==> config.mk <==
export PLATFORM = sky130hd
export DESIGN_NAME = cdc_req_ctrl_flat
export DESIGN_NICKNAME = d
export VERILOG_FILES = /design/src/rtl/cdc_req_ctrl_if.sv /design/src/rtl/cdc_req_ctrl.sv /design/src/flat_wrapper.sv
export SDC_FILE = /design/constraint.sdc
export NUM_CORES = 1
export LEC_CHECK = 0
export ABC_AREA = 1
export CAP_MARGIN = 40
export CORE_MARGIN = 10
export CORE_UTILIZATION = 40
export CTS_CLUSTER_SIZE = 12
export DETAILED_ROUTE_END_ITERATION = 8
export GPL_TIMING_DRIVEN = 0
export PLACE_DENSITY = 0.85
export SLEW_MARGIN = 25
export SYNTH_ARGS = -nofsm -noshare
export SYNTH_HDL_FRONTEND = slang
export SYNTH_SLANG_ARGS = --single-unit
==> constraint.sdc <==
create_clock -name clk_i -period 1.4 [get_ports clk_i]
set_clock_uncertainty 0.15 [all_clocks]
set_input_delay 0.35 -clock clk_i [delete_from_list [all_inputs] [get_ports clk_i]]
set_output_delay 0.35 -clock clk_i [all_outputs]
set_load 0.005 [all_outputs]
==> src/rtl/cdc_req_ctrl_if.sv <==
`default_nettype none
// ============================================================================
// Module   : cdc_req_ctrl_if
// Brief    : Local valid/ready bundle plus remote req/ack/data for cdc_req_ctrl
// Revision : 1.0 - initial release
// ============================================================================
interface cdc_req_ctrl_if #(
  parameter int WIDTH = 32
);
  logic             valid_i;
  logic             ready_o;
  logic [WIDTH-1:0] data_i;
  logic [WIDTH-1:0] xdata_o;
  logic             xreq_o;
  logic             xack_async_i;
  logic             done_o;
  logic             timeout_o;
  logic             err_o;
  logic             clr_err_i;

  modport master (
    output valid_i, data_i, xack_async_i, clr_err_i,
    input  ready_o, xdata_o, xreq_o, done_o, timeout_o, err_o
  );

  modport slave (
    input  valid_i, data_i, xack_async_i, clr_err_i,
    output ready_o, xdata_o, xreq_o, done_o, timeout_o, err_o
  );
endinterface
`default_nettype wire

==> src/rtl/cdc_req_ctrl.sv <==
`default_nettype none
// ============================================================================
// Module   : cdc_req_ctrl
// Brief    : Source-side four-phase req/ack controller moving a WIDTH-bit word
//            into a foreign clock domain. Phase timeout / sticky error logic is
//            built only when CDC_REQ_CTRL_TIMEOUT_EN is defined.
// Revision : 1.0 - initial release
// ============================================================================
module cdc_req_ctrl #(
  parameter int WIDTH          = 32,
  parameter int TIMEOUT_CYCLES = 1023
) (
  input  wire logic     clk_i,
  input  wire logic     rst_i,
  cdc_req_ctrl_if.slave bus
);

  typedef enum logic [1:0] {
    S_IDLE = 2'd0,
    S_REQ  = 2'd1,
    S_REL  = 2'd2
  } state_t;

  state_t           r_state;
  state_t           w_state_nxt;
  logic             r_xreq;
  logic             w_xreq_nxt;
  logic [WIDTH-1:0] r_xdata;
  logic [WIDTH-1:0] w_xdata_nxt;
  logic             r_done;
  logic             w_done_nxt;
  logic             w_ready;
  logic             w_timeout;

  (* ASYNC_REG = "TRUE" *) logic r_ack_s1;
  (* ASYNC_REG = "TRUE" *) logic r_ack_s2;

  always_ff @(posedge clk_i) begin
    if (rst_i) begin
      r_ack_s1 <= 1'b0;
      r_ack_s2 <= 1'b0;
    end else begin
      r_ack_s1 <= bus.xack_async_i;
      r_ack_s2 <= r_ack_s1;
    end
  end

  // A stale ack left over from an interrupted transfer must drain first.
  assign w_ready = (r_state == S_IDLE) && !r_ack_s2;

`ifdef CDC_REQ_CTRL_TIMEOUT_EN
  localparam int                 c_CNT_W    = $clog2(TIMEOUT_CYCLES + 1);
  localparam logic [c_CNT_W-1:0] c_CNT_LAST = c_CNT_W'(TIMEOUT_CYCLES - 1);

  logic [c_CNT_W-1:0] r_cnt;
  logic [c_CNT_W-1:0] w_cnt_nxt;
  logic               r_timeout;
  logic               r_err;

  // Fires on the cycle the count would reach TIMEOUT_CYCLES, so each phase
  // gets exactly TIMEOUT_CYCLES cycles before the registered pulse.
  assign w_timeout = (r_cnt == c_CNT_LAST) &&
                     (((r_state == S_REQ) && !r_ack_s2) ||
                      ((r_state == S_REL) &&  r_ack_s2));

  always_comb begin
    w_cnt_nxt = r_cnt + 1'b1;
    if ((r_state == S_IDLE) || w_timeout || ((r_state == S_REQ) && r_ack_s2)) begin
      w_cnt_nxt = '0;
    end
  end

  always_ff @(posedge clk_i) begin
    if (rst_i) begin
      r_cnt     <= '0;
      r_timeout <= 1'b0;
      r_err     <= 1'b0;
    end else begin
      r_cnt     <= w_cnt_nxt;
      r_timeout <= w_timeout;
      if (w_timeout) begin
        r_err <= 1'b1;
      end else if (bus.clr_err_i) begin
        r_err <= 1'b0;
      end
    end
  end

  assign bus.timeout_o = r_timeout;
  assign bus.err_o     = r_err;
`else
  logic w_unused_clr;

  assign w_unused_clr  = bus.clr_err_i;
  assign w_timeout     = 1'b0;
  assign bus.timeout_o = 1'b0;
  assign bus.err_o     = 1'b0;
`endif

  always_comb begin
    w_state_nxt = r_state;
    w_xreq_nxt  = r_xreq;
    w_xdata_nxt = r_xdata;
    w_done_nxt  = 1'b0;
    case (r_state)
      S_IDLE: begin
        if (bus.valid_i && w_ready) begin
          w_xdata_nxt = bus.data_i;
          w_xreq_nxt  = 1'b1;
          w_state_nxt = S_REQ;
        end
      end
      S_REQ: begin
        if (r_ack_s2 || w_timeout) begin
          w_xreq_nxt  = 1'b0;
          w_state_nxt = S_REL;
        end
      end
      S_REL: begin
        if (!r_ack_s2) begin
          w_done_nxt  = 1'b1;
          w_state_nxt = S_IDLE;
        end
      end
      default: begin
        w_xreq_nxt  = 1'b0;
        w_state_nxt = S_IDLE;
      end
    endcase
  end

  always_ff @(posedge clk_i) begin
    if (rst_i) begin
      r_state <= S_IDLE;
      r_xreq  <= 1'b0;
      r_xdata <= '0;
      r_done  <= 1'b0;
    end else begin
      r_state <= w_state_nxt;
      r_xreq  <= w_xreq_nxt;
      r_xdata <= w_xdata_nxt;
      r_done  <= w_done_nxt;
    end
  end

  assign bus.ready_o = w_ready;
  assign bus.xreq_o  = r_xreq;
  assign bus.xdata_o = r_xdata;
  assign bus.done_o  = r_done;

endmodule
`default_nettype wire

==> src/flat_wrapper.sv <==
// flat-port wrapper written by rule: the top's interface ports become plain ports
module cdc_req_ctrl_flat 
#(
  parameter int WIDTH          = 32,
  parameter int TIMEOUT_CYCLES = 1023
)
  (clk_i, rst_i, bus_valid_i, bus_data_i, bus_xack_async_i, bus_clr_err_i, bus_ready_o, bus_xdata_o, bus_xreq_o, bus_done_o, bus_timeout_o, bus_err_o);
  cdc_req_ctrl_if #(.WIDTH(WIDTH)) bus_i ();
  input  wire logic clk_i;
  input  wire logic rst_i;
  input wire logic [$bits(bus_i.valid_i)-1:0] bus_valid_i;
  input wire logic [$bits(bus_i.data_i)-1:0] bus_data_i;
  input wire logic [$bits(bus_i.xack_async_i)-1:0] bus_xack_async_i;
  input wire logic [$bits(bus_i.clr_err_i)-1:0] bus_clr_err_i;
  output wire logic [$bits(bus_i.ready_o)-1:0] bus_ready_o;
  output wire logic [$bits(bus_i.xdata_o)-1:0] bus_xdata_o;
  output wire logic [$bits(bus_i.xreq_o)-1:0] bus_xreq_o;
  output wire logic [$bits(bus_i.done_o)-1:0] bus_done_o;
  output wire logic [$bits(bus_i.timeout_o)-1:0] bus_timeout_o;
  output wire logic [$bits(bus_i.err_o)-1:0] bus_err_o;
  assign bus_i.valid_i = bus_valid_i;
  assign bus_i.data_i = bus_data_i;
  assign bus_i.xack_async_i = bus_xack_async_i;
  assign bus_i.clr_err_i = bus_clr_err_i;
  assign bus_ready_o = bus_i.ready_o;
  assign bus_xdata_o = bus_i.xdata_o;
  assign bus_xreq_o = bus_i.xreq_o;
  assign bus_done_o = bus_i.done_o;
  assign bus_timeout_o = bus_i.timeout_o;
  assign bus_err_o = bus_i.err_o;
  cdc_req_ctrl #(.WIDTH(WIDTH), .TIMEOUT_CYCLES(TIMEOUT_CYCLES)) u_core (.clk_i(clk_i), .rst_i(rst_i), .bus(bus_i));
endmodule
==> out/qor.yml, run 1 <==
die:
  die_w_um: 88.3
  start_util_pct: 42.0
  pin_count: 74
  dieArea_sq_mm: 0.00780
  die_h_um: 88.3
  num_rows: 24
  coreArea_sq_mm: 0.00444
run:
  max_cap_viol_count: 0
worst_setup_path:
  path_max_fanout: 5
  crit_path_max_incr_delay_ns: 0.37
  crit_family: "flip-flops"
  cp-start-kind: "flip-flop"
  cp_data_required_time_ns: 0.90
  critPathArrivalTime_ns: 0.95
  critPathSlowestCell: "dfxtp_4"
  crit_buf_inv: 1
  endpoint_kind: "output port"
  crit_type: "flip-flop to output port"
  crit_chain: "nor3_4, buf_2"
global_routing:
  grt_pass1_vias: 1847
  grt_use_total_pct: 12.8
  grt_overflow: 0
  antenna_found_initial: 0
  grt_max_degree: 11
  grt_pass1_wl_um: 8070
routing:
  routed_via_density: 4.36
  drt_first_iter_violations: 65
  firstDrtPassIters: 4
  drc: 0
  vias: 1871
  ant_nets: 0
  post_drt_wl_per_cell_um: 11.5
  wirelength_um: 4920
synthesis:
  synth_seq_cells: 38
  syn_avg_cell_area_sq_um: 6.25
  yosys-top-cells-area: "dfxtp_1 (41%), inv_1 (20%), nand2_1 (13%)"
  seq_area_frac_synth_pct: 40.7
  syn_inst: 299
  synth_ff_type: "dfxtp_1"
  yosysTopAreaCell: "dfxtp_1"
  yosys_warnings: 0
  synth-edff-count: 0
  syn-cell-area_sq_mm: 0.00187
  post-synth-top-area-fraction_pct: 40.7
  async_flop_share_pct: 0
  synth.distinct_cells: 20
clocking:
  clockBufferDepth: 2
  cts_tree: "built"
  cts_sinks: 38
  htree_levels: 2
  clk_latency_ns: 0.28
  path_clk_slew_ns: 0.06
  cts_inserted_buffers: 5
  cts-root-buf: "clkbuf_8"
final_layout:
  final_nets: 414
  drive_above_1_share_pct: 8.22
  n_antenna_cell: 0
  syn_to_final_growth_pct: 46.1
  finish.cell_count_without_fillers: 429
timing:
  finalSetupViolCount: 1
  rsz0062_at_grt: "true"
  period_minus_slack_ns: 1.45
  hold_viol_final: 0
  fin_setup_tns_ns: -0.0548
  fmax_ghz: 0.687
  timing.final.crit_share_pct: 104
  setup_slack_ns: -0.0548
  drv_slew: 0
pwr:
  p_leak_nw: 1.58
  p_per_area_mw_per_mm2: 917
  ir_worst_vdd_uv: 497
status:
  violations: "setup timing"
  outcome: "complete, but fails checks"
placement:
  place_congestion: 0.714
  dpl.hpwl_um: 3700
  dp.cells: 421
  portBuffers: 69
min_path:
  hold_class: "flip-flop to flip-flop"
## layer usage
layer,share of wire (%),track usage [%],vias to the layer above
met5,0,0,-
met4,0.87,4.11,0
met3,9.7,5.61,5
met2,48,23.2,63
met1,42,13.0,798
li1,-,-,1005
## worst register-to-register path, cell delays in order (launching register included)
cell	delay, ns
dfxtp_2	0.37
nor2_4	0.21
nand3_4	0.13
buf_4	0.20
nand2_1	0.06
inv_1	0.03
nor2_1	0.10
## cells in the mapped netlist (all sizes together), types with 2 or more instances
master / number
nor2: 37
nand4: 32
nand2: 66
clkbuf: 5
dfxtp: 38
nand3: 2
buf: 13
inv: 99
## report_power, final
group | switching, W | leakage (nW) | internal, W
Combinational | 0.000294 | 1.23 | 0.000310
Sequential | 0.0000455 | 0.316 | 0.00117
Clock | 0.000342 | 0.0383 | 0.000343
## final timing paths
check	startpoint	end	slack (ns)	cells past startpoint
worst max-delay path	u_core.r_ack_s2$_SDFF_PP0_	bus_ready_o	-0.05	2
worst min-delay path	u_core.r_ack_s1$_SDFF_PP0_	u_core.r_ack_s2$_SDFF_PP0_	0.25	2
worst max register to register	u_core.r_state[1]$_SDFFE_PP0P_	u_core.bus.xdata_o[20]$_SDFFE_PP0P_	0.09	6
worst min register to register	u_core.r_ack_s1$_SDFF_PP0_	u_core.r_ack_s2$_SDFF_PP0_	0.25	2
## repair_timing
| action | in CTS | in global routing |
|---|---|---|
| pin swaps | 0 | 1 |
| gates resized for setup | 44 | 36 |
| cloned | 0 | 0 |
| setup buffers | 0 | 1 |
| endpoints found under the hold margin | 0 | 0 |
| setup endpoints to repair | 65 | 44 |
| hold buffers | 0 | 0 |
## cell families after synthesis
logic type	share of synthesized area [%]
other cells	0.201
buf+inv	24.6
simple gates	32.9
xor+xnor	0.469
flops	40.7
compound gates	1.07
## state kept, by name, summed over array words and instances, names as in the netlist
name                flops
u_core.bus.done_o       1
u_core.bus.xdata_o     32
u_core.bus.xreq_o       1
u_core.r_ack_s1         1
u_core.r_ack_s2         1
u_core.r_state          2
## placed cells by master (no fill, tap or decap)
cell type and instances:
nor2_1 36, dfxtp_2 2, o211a_1 1, clkdlybuf4s15_1 11, nor2_4 1, inv_4 1, dfxtp_1 35, clkdlybuf4s50_1 34
nand4_1 32, clkbuf_1 2, inv_2 1, nor3_4 1, buf_6 2, buf_2 6, dfxtp_4 1, inv_1 98
xnor2_1 1, o21ai_0 1, nand3_4 1, a21oi_1 1, nand2_1 66, clkbuf_4 3, dlygate4sd2_1 22, nand3_1 1
buf_1 3, clkbuf_8 5, clkbuf_2 3, conb_1 2, buf_4 4
## area by class of cell
class | count | area [sq um]
Sequential cell | 38 | 767
Clock buffer | 7 | 76.3
Multi-Input combinational cell | 144 | 669
Inverter | 100 | 378
Buffer | 18 | 114
Tap cell | 52 | 65.1
Timing Repair Buffer | 70 | 661
Fill cell | 432 | 1710
## metrics by stage
step	hold slack (ns)	setup WS [ns]	power [W]	cell area [sq um]	utilization, %
6_report	0.245	-0.0548	0.00250	2730	61.4
5_1_grt	0.277	-0.114	0.00267	2730	61.4
4_1_cts	0.258	-0.160	0.00252	2680	60.2
3_5_place_dp	0.248	-0.441	0.00188	2630	59.1
3_3_place_gp	0.239	-0.430	0.00186	2630	59.1
2_1_floorplan	0.238	0.169	0.00154	1870	-
No activity file was read; power rests on OpenSTA's default activity.
==> run 2, diff against run 1 <==
--- a/config.mk
+++ b/config.mk
@@ -8,3 +8,3 @@
 export ABC_AREA = 1
-export CAP_MARGIN = 40
+export CAP_MARGIN = 20
 export CORE_MARGIN = 10
@@ -13,4 +13,5 @@
 export DETAILED_ROUTE_END_ITERATION = 8
+export DONT_BUFFER_PORTS = 1
 export GPL_TIMING_DRIVEN = 0
-export PLACE_DENSITY = 0.85
+export PLACE_DENSITY = 0.64
 export SLEW_MARGIN = 25
==> constraint.sdc (replaced) <==
create_clock -name clk_i -period 1.4 [get_ports clk_i]
set_clock_uncertainty 0.15 [all_clocks]
set_input_delay 0.42 -clock clk_i [delete_from_list [all_inputs] [get_ports clk_i]]
set_output_delay 0.42 -clock clk_i [all_outputs]
set_load 0.005 [all_outputs]
==> run 2 against run 1 <==
- the run still ends with setup timing left
- via count fell by 15%
- register-to-register slack barely moved
- worst hold slack got worse by 0.20 ns
- critical path type unchanged
- largest power group unchanged
- highest routed layer unchanged
==> out/qor.yml, run 2 (synthesized netlist as in run 1, its figures left out) <==
status:
  outcome: "complete, but fails checks"
  violations: "setup timing"
timing:
  period_minus_slack_ns: 1.42
  setup_slack_ns: -0.0189
  timing.final.crit_share_pct: 101
  hold_viol_final: 0
  fmax_ghz: 0.705
  drv_slew: 0
  finalSetupViolCount: 1
  rsz0062_at_grt: "true"
pwr:
  p_switching_w: 0.000656
  ir_worst_vdd_uv: 471
  power_frac_comb_pct: 16.1
  finalPower_w: 0.00236
  intPower_w: 0.00170
  p_leak_nw: 1.23
  p_per_area_mw_per_mm2: 1130
  switching_share_pct: 27.8
  pwr-share-clk_pct: 31.1
  seq_power_share_pct: 52.8
clocking:
  clk_latency_ns: 0.28
  cts_sinks: 38
  hold_buffers: 0
  path_clk_slew_ns: 0.06
  cts_inserted_buffers: 5
  cts-root-buf: "clkbuf_8"
  cts_tree: "built"
  clockBufferDepth: 2
  htree_levels: 2
final_layout:
  largest_reg_flops: 32
  final_nets: 346
  drive_above_1_share_pct: 8.77
  layout_common_cells: "inv_1 (98), nand2_1 (66), nor2_1 (36), dfxtp_1 (35), nand4_1 (32)"
  mostFrequentLayoutCell: "inv_1"
  fin_area_sq_mm: 0.00208
  n_antenna_cell: 0
  syn_to_final_growth_pct: 11.3
die:
  coreArea_sq_mm: 0.00444
  dieArea_sq_mm: 0.00780
  die_h_um: 88.3
  pin_count: 74
  start_util_pct: 42.0
  num_rows: 24
  die_w_um: 88.3
worst_setup_path:
  crit_buf_inv: 0
  critPathArrivalTime_ns: 0.85
  cp-start-kind: "flip-flop"
  crit_path_max_incr_delay_ns: 0.37
  cp_data_required_time_ns: 0.83
  ff2ff_setup_slack_ns: 0.09
  critPathSlowestCell: "dfxtp_2"
  path_max_fanout: 5
  crit_type: "flip-flop to output port"
  crit_family: "flip-flops"
  endpoint_kind: "output port"
  crit_chain: "nor3_4"
routing:
  wirelength_um: 4520
  post_drt_wl_per_cell_um: 12.6
  firstDrtPassIters: 4
  drt_first_iter_violations: 65
  routed_via_density: 4.39
  vias: 1581
  drc: 0
  ant_nets: 0
placement:
  portBuffers: 0
  place_congestion: 0.689
  dpl.hpwl_um: 3270
  placed_area_sq_mm: 0.00194
global_routing:
  grt_pass1_vias: 1541
  grt_use_total_pct: 11.9
  antenna_found_initial: 0
  grt_max_degree: 11
  grt_overflow: 0
  grt_pass1_wl_um: 7310
run:
  max_cap_viol_count: 0
min_path:
  hold_class: "input pin to flip-flop"
## run 2: changes by cell type in the layout (fill, tap and decap cells not counted), moves of 3 or more
| cell | change |
|---|---|
| clkdlybuf4s15_1 | -11 |
| buf_4 | +3 |
| clkdlybuf4s50_1 | -34 |
| buf_2 | -4 |
| dlygate4sd2_1 | -22 |
## run 2: final timing paths
path | from | to | depth (start not counted)
hold reg to reg | u_core.r_ack_s1$_SDFF_PP0_ | u_core.r_ack_s2$_SDFF_PP0_ | 2
setup reg to reg | u_core.r_ack_s2$_SDFF_PP0_ | u_core.bus.xdata_o[27]$_SDFFE_PP0P_ | 6
setup / recovery | u_core.r_state[1]$_SDFFE_PP0P_ | bus_ready_o | 1
hold / removal | rst_i | u_core.r_ack_s2$_SDFF_PP0_ | 1
## run 2: area by class of cell
cell class | count | area, sq um
Fill cell | 478 | 2370
Inverter | 100 | 375
Tap cell | 52 | 65.1
Timing Repair Buffer | 2 | 15.0
Multi-Input combinational cell | 144 | 669
Sequential cell | 38 | 764
Buffer | 18 | 106
Clock buffer | 6 | 82.6
## run 2: metal layers
metal / wire, um / global-route usage (%)
met5: 0 / 0
met4: 49 / 3.52
met3: 647 / 8.00
met2: 2030 / 19.7
met1: 1790 / 11.9
## run 2: power groups by stage
stage | registers (W) | clock network [W] | logic [W]
5_1_grt | 0.00126 | 0.000808 | 0.000454
3_3_place_gp | 0.00127 | 0 | 0.000352
2_1_floorplan | 0.00125 | 0 | 0.000298
4_1_cts | 0.00125 | 0.000776 | 0.000363
6_report | 0.00124 | 0.000732 | 0.000380
3_5_place_dp | 0.00127 | 0 | 0.000357
## run 2: timing repair
| item | in CTS | in global routing |
|---|---|---|
| gates resized for setup | 5 | 15 |
| setup buffers | 0 | 2 |
| pin swaps | 1 | 3 |
| endpoints found under the setup margin | 11 | 31 |
## run 2: stage by stage
step           setup WS (ns)  hold slack (ns)  util, %  TNS, ns  cells
6_report             -0.0189           0.0436     46.8  -0.0189    360
5_1_grt              -0.0604           0.0370     46.8   -0.115    360
4_1_cts              -0.0349           0.0295     45.8  -0.0376    358
3_5_place_dp          -0.130            0.245     43.6    -2.22    352
3_3_place_gp          -0.108            0.240     43.6    -1.90    352
2_1_floorplan         0.0989            0.238        -        0    300
==> run 3, diff against run 2 <==
--- a/config.mk
+++ b/config.mk
@@ -7,3 +7,2 @@
 export LEC_CHECK = 0
-export ABC_AREA = 1
 export CAP_MARGIN = 20
@@ -15,2 +14,3 @@
 export GPL_TIMING_DRIVEN = 0
+export HOLD_SLACK_MARGIN = 0.08
 export PLACE_DENSITY = 0.64
==> constraint.sdc (replaced) <==
create_clock -name clk_i -period 1.4 [get_ports clk_i]
set_clock_uncertainty 0.15 [all_clocks]
set_input_delay 0.28 -clock clk_i [delete_from_list [all_inputs] [get_ports clk_i]]
set_output_delay 0.28 -clock clk_i [all_outputs]
set_load 0.005 [all_outputs]
==> run 3 against run 2 <==
- the flow now finishes without violations
- combinational power shrank 11%
- synthesized area shrank 9.6%
- final cell count shrank 29%
- die area shrank 7.5%
- register-to-register slack lost 0.09 ns
- core utilization grew 7.7 points
- sequential share of layout area shrank 2.2 points
- critical path depth grew 3
- critical endpoint is now u_core.bus.xdata_o[10]$_SDFFE_PP0P_
- largest cell class is now multi-input combinational cells
- largest power group unchanged
- highest routed layer unchanged
==> out/qor.yml, run 3 <==
synthesis:
  seq_area_frac_synth_pct: 45.0
  yosysMostFrequentCell: "nand2b_1"
  synth-edff-count: 0
  synth_seq_cells: 38
  synth_ff_type: "dfxtp_1"
  yosys-top-cells-area: "dfxtp_1 (45%), nand2b_1 (24%), mux2i_1 (19%)"
  yosysTopAreaCell: "dfxtp_1"
  syn_inst: 161
  synth_common_cells: "nand2b_1 (64), dfxtp_1 (38), mux2i_1 (32)"
  post-synth-top-area-fraction_pct: 45.0
  async_flop_share_pct: 0
  synth.distinct_cells: 19
  syn_avg_cell_area_sq_um: 10.5
  syn-cell-area_sq_mm: 0.00169
  yosys_warnings: 0
min_path:
  worstHoldPathCells: 2
  hp-start: "rst_i"
  hold_class: "input pin to flip-flop"
clocking:
  htree_levels: 2
  path_clk_slew_ns: 0.07
  cts_tree: "built"
  cts-root-buf: "clkbuf_8"
  cts_sinks: 38
  clockBufferDepth: 2
  clk_latency_ns: 0.28
  cts_inserted_buffers: 5
pwr:
  intPower_w: 0.00176
  p_leak_nw: 0.873
  finalPower_w: 0.00231
  switching_share_pct: 23.9
  p_per_area_mw_per_mm2: 1050
  pwr-share-clk_pct: 32.7
  power_frac_comb_pct: 14.7
  p_switching_w: 0.000553
  seq_power_share_pct: 52.6
  ir_worst_vdd_uv: 476
run:
  max_cap_viol_count: 0
final_layout:
  syn_to_final_growth_pct: 30.8
  n_antenna_cell: 0
  mostFrequentLayoutCell: "nand2b_1"
  fin_area_sq_mm: 0.00221
  layout_common_cells: "nand2b_1 (64), dfxtp_1 (36), dlygate4sd3_1 (34), mux2i_1 (31), clkbuf_1 (8)"
  largest_reg_flops: 32
  drive_above_1_share_pct: 9.27
  final_nets: 241
  postLayoutCoreUtil_pct: 54.5
global_routing:
  grt_overflow: 0
  grt_pass1_wl_um: 6930
  grt_use_total_pct: 11.7
  grt_max_degree: 12
  grt_pass1_vias: 1396
  antenna_found_initial: 0
timing:
  fin_setup_tns_ns: 0
  rsz0062_at_grt: "true"
  finalSetupViolCount: 0
  hold_viol_final: 0
  timing.final.crit_share_pct: 100
  hold_ws_ns: 0.202
  fmax_ghz: 0.715
  period_minus_slack_ns: 1.40
  drv_slew: 0
die:
  die_h_um: 85.0
  dieArea_sq_mm: 0.00722
  start_util_pct: 41.6
  coreArea_sq_mm: 0.00406
  pin_count: 74
  die_w_um: 85.0
  num_rows: 23
worst_setup_path:
  cp_data_required_time_ns: 1.46
  r2r-start: "u_core.r_ack_s2$_SDFF_PP0_"
  reg2reg_to: "u_core.bus.xdata_o[10]$_SDFFE_PP0P_"
  endpoint_kind: "flip-flop"
  crit_chain: "nor4b_4, buf_6, buf_12, mux2i_2"
  crit_family: "flip-flops"
  crit_path_max_incr_delay_ns: 0.35
  critPathArrivalTime_ns: 1.46
  path_depth: 4
  cp-start-kind: "flip-flop"
  critPathSlowestCell: "dfxtp_2"
  crit_buf_inv: 2
  path_max_fanout: 10
  startpoint: "u_core.r_ack_s2$_SDFF_PP0_"
  crit_end: "u_core.bus.xdata_o[10]$_SDFFE_PP0P_"
  ff2ff_setup_slack_ns: 0.0007
  reg2reg_depth: 4
  crit_type: "flip-flop to flip-flop"
placement:
  placed_area_sq_mm: 0.00176
  portBuffers: 0
  dpl.hpwl_um: 3110
  place_congestion: 0.692
routing:
  wirelength_um: 4340
  vias: 1212
  post_drt_wl_per_cell_um: 17.0
  ant_nets: 0
  routed_via_density: 4.75
  drt_first_iter_violations: 46
  firstDrtPassIters: 3
  drc: 0
status:
  outcome: "completed"
==> run 3: cell types whose count changed after synthesis, moves of 8 or more <==
cell / previous run / this run
mux2i_1: 0 / 32
nor2_1: 36 / 1
buf_2: 8 / 0
nand2b_1: 0 / 64
nand2_1: 66 / 0
inv_1: 98 / 1
nand4_1: 32 / 0
==> run 3: stage by stage <==
stage | setup slack, ns | instances
after floorplan | 0.0758 | 162
after global placement | 0.0115 | 212
after detailed placement | -0.0921 | 212
after CTS | -0.0249 | 255
after global routing | -0.0931 | 255
final | 0.000676 | 255
==> run 3: cell families (layout without fill, tap and decap cells) <==
family | after synthesis | count (layout) | share of synthesized area, %
flops | 38 | 38 | 45.0
compound gates | 2 | 2 | 0.889
xor+xnor | 1 | 1 | 0.519
other cells | 1 | 2 | 0.222
buf+inv | 14 | 57 | 6.89
simple gates | 73 | 73 | 27.5
mux | 32 | 32 | 19.0
==> run 3: final cells by class <==
| type | count | area [sq um] |
|---|---|---|
| multi-input combinational | 110 | 828 |
| fill | 356 | 1850 |
| tap | 50 | 62.6 |
| inverter | 1 | 3.75 |
| sequential | 38 | 763 |
| buffer | 13 | 113 |
| clock inverter | 1 | 5.00 |
| timing repair buffer | 35 | 348 |
| clock buffer | 7 | 86.3 |
==> run 3: timing repair <==
action | CTS | global route
endpoints found under the hold margin | 34 | 0
setup endpoints to repair | 30 | 33
resized for setup | 3 | 1
buffers inserted | 1 | 0
hold buffers | 34 | 0
pin swaps | 1 | 0
==> run 3: worst min path at each step <==
stage | end | slack (ns)
floorplan | u_core.r_ack_s1$_SDFF_PP0_ | 0.26
global placement | u_core.r_ack_s1$_SDFF_PP0_ | 0.27
detailed placement | u_core.r_ack_s1$_SDFF_PP0_ | 0.27
CTS | u_core.r_ack_s1$_SDFF_PP0_ | 0.20
global route | u_core.r_ack_s1$_SDFF_PP0_ | 0.23
finish | u_core.r_ack_s1$_SDFF_PP0_ | 0.20
==> run 3: power by group through the flow <==
stage	Combinational [W]	Sequential, W	Clock, W
after floorplan	0.000218	0.00122	0
after global placement	0.000243	0.00124	0
after detailed placement	0.000257	0.00124	0
after CTS	0.000340	0.00122	0.000794
after global routing	0.000370	0.00123	0.000833
final	0.000340	0.00122	0.000756
==> run 3: per-layer routing <==
| metal | up-vias | GRT usage, % | part of all wire, % |
|---|---|---|---|
| li1 | 599 | - | - |
| met1 | 567 | 10.9 | 36 |
| met2 | 39 | 22.2 | 54 |
| met3 | 7 | 4.68 | 8.1 |
| met4 | 0 | 4.04 | 1.5 |
| met5 | - | 0 | 0 |
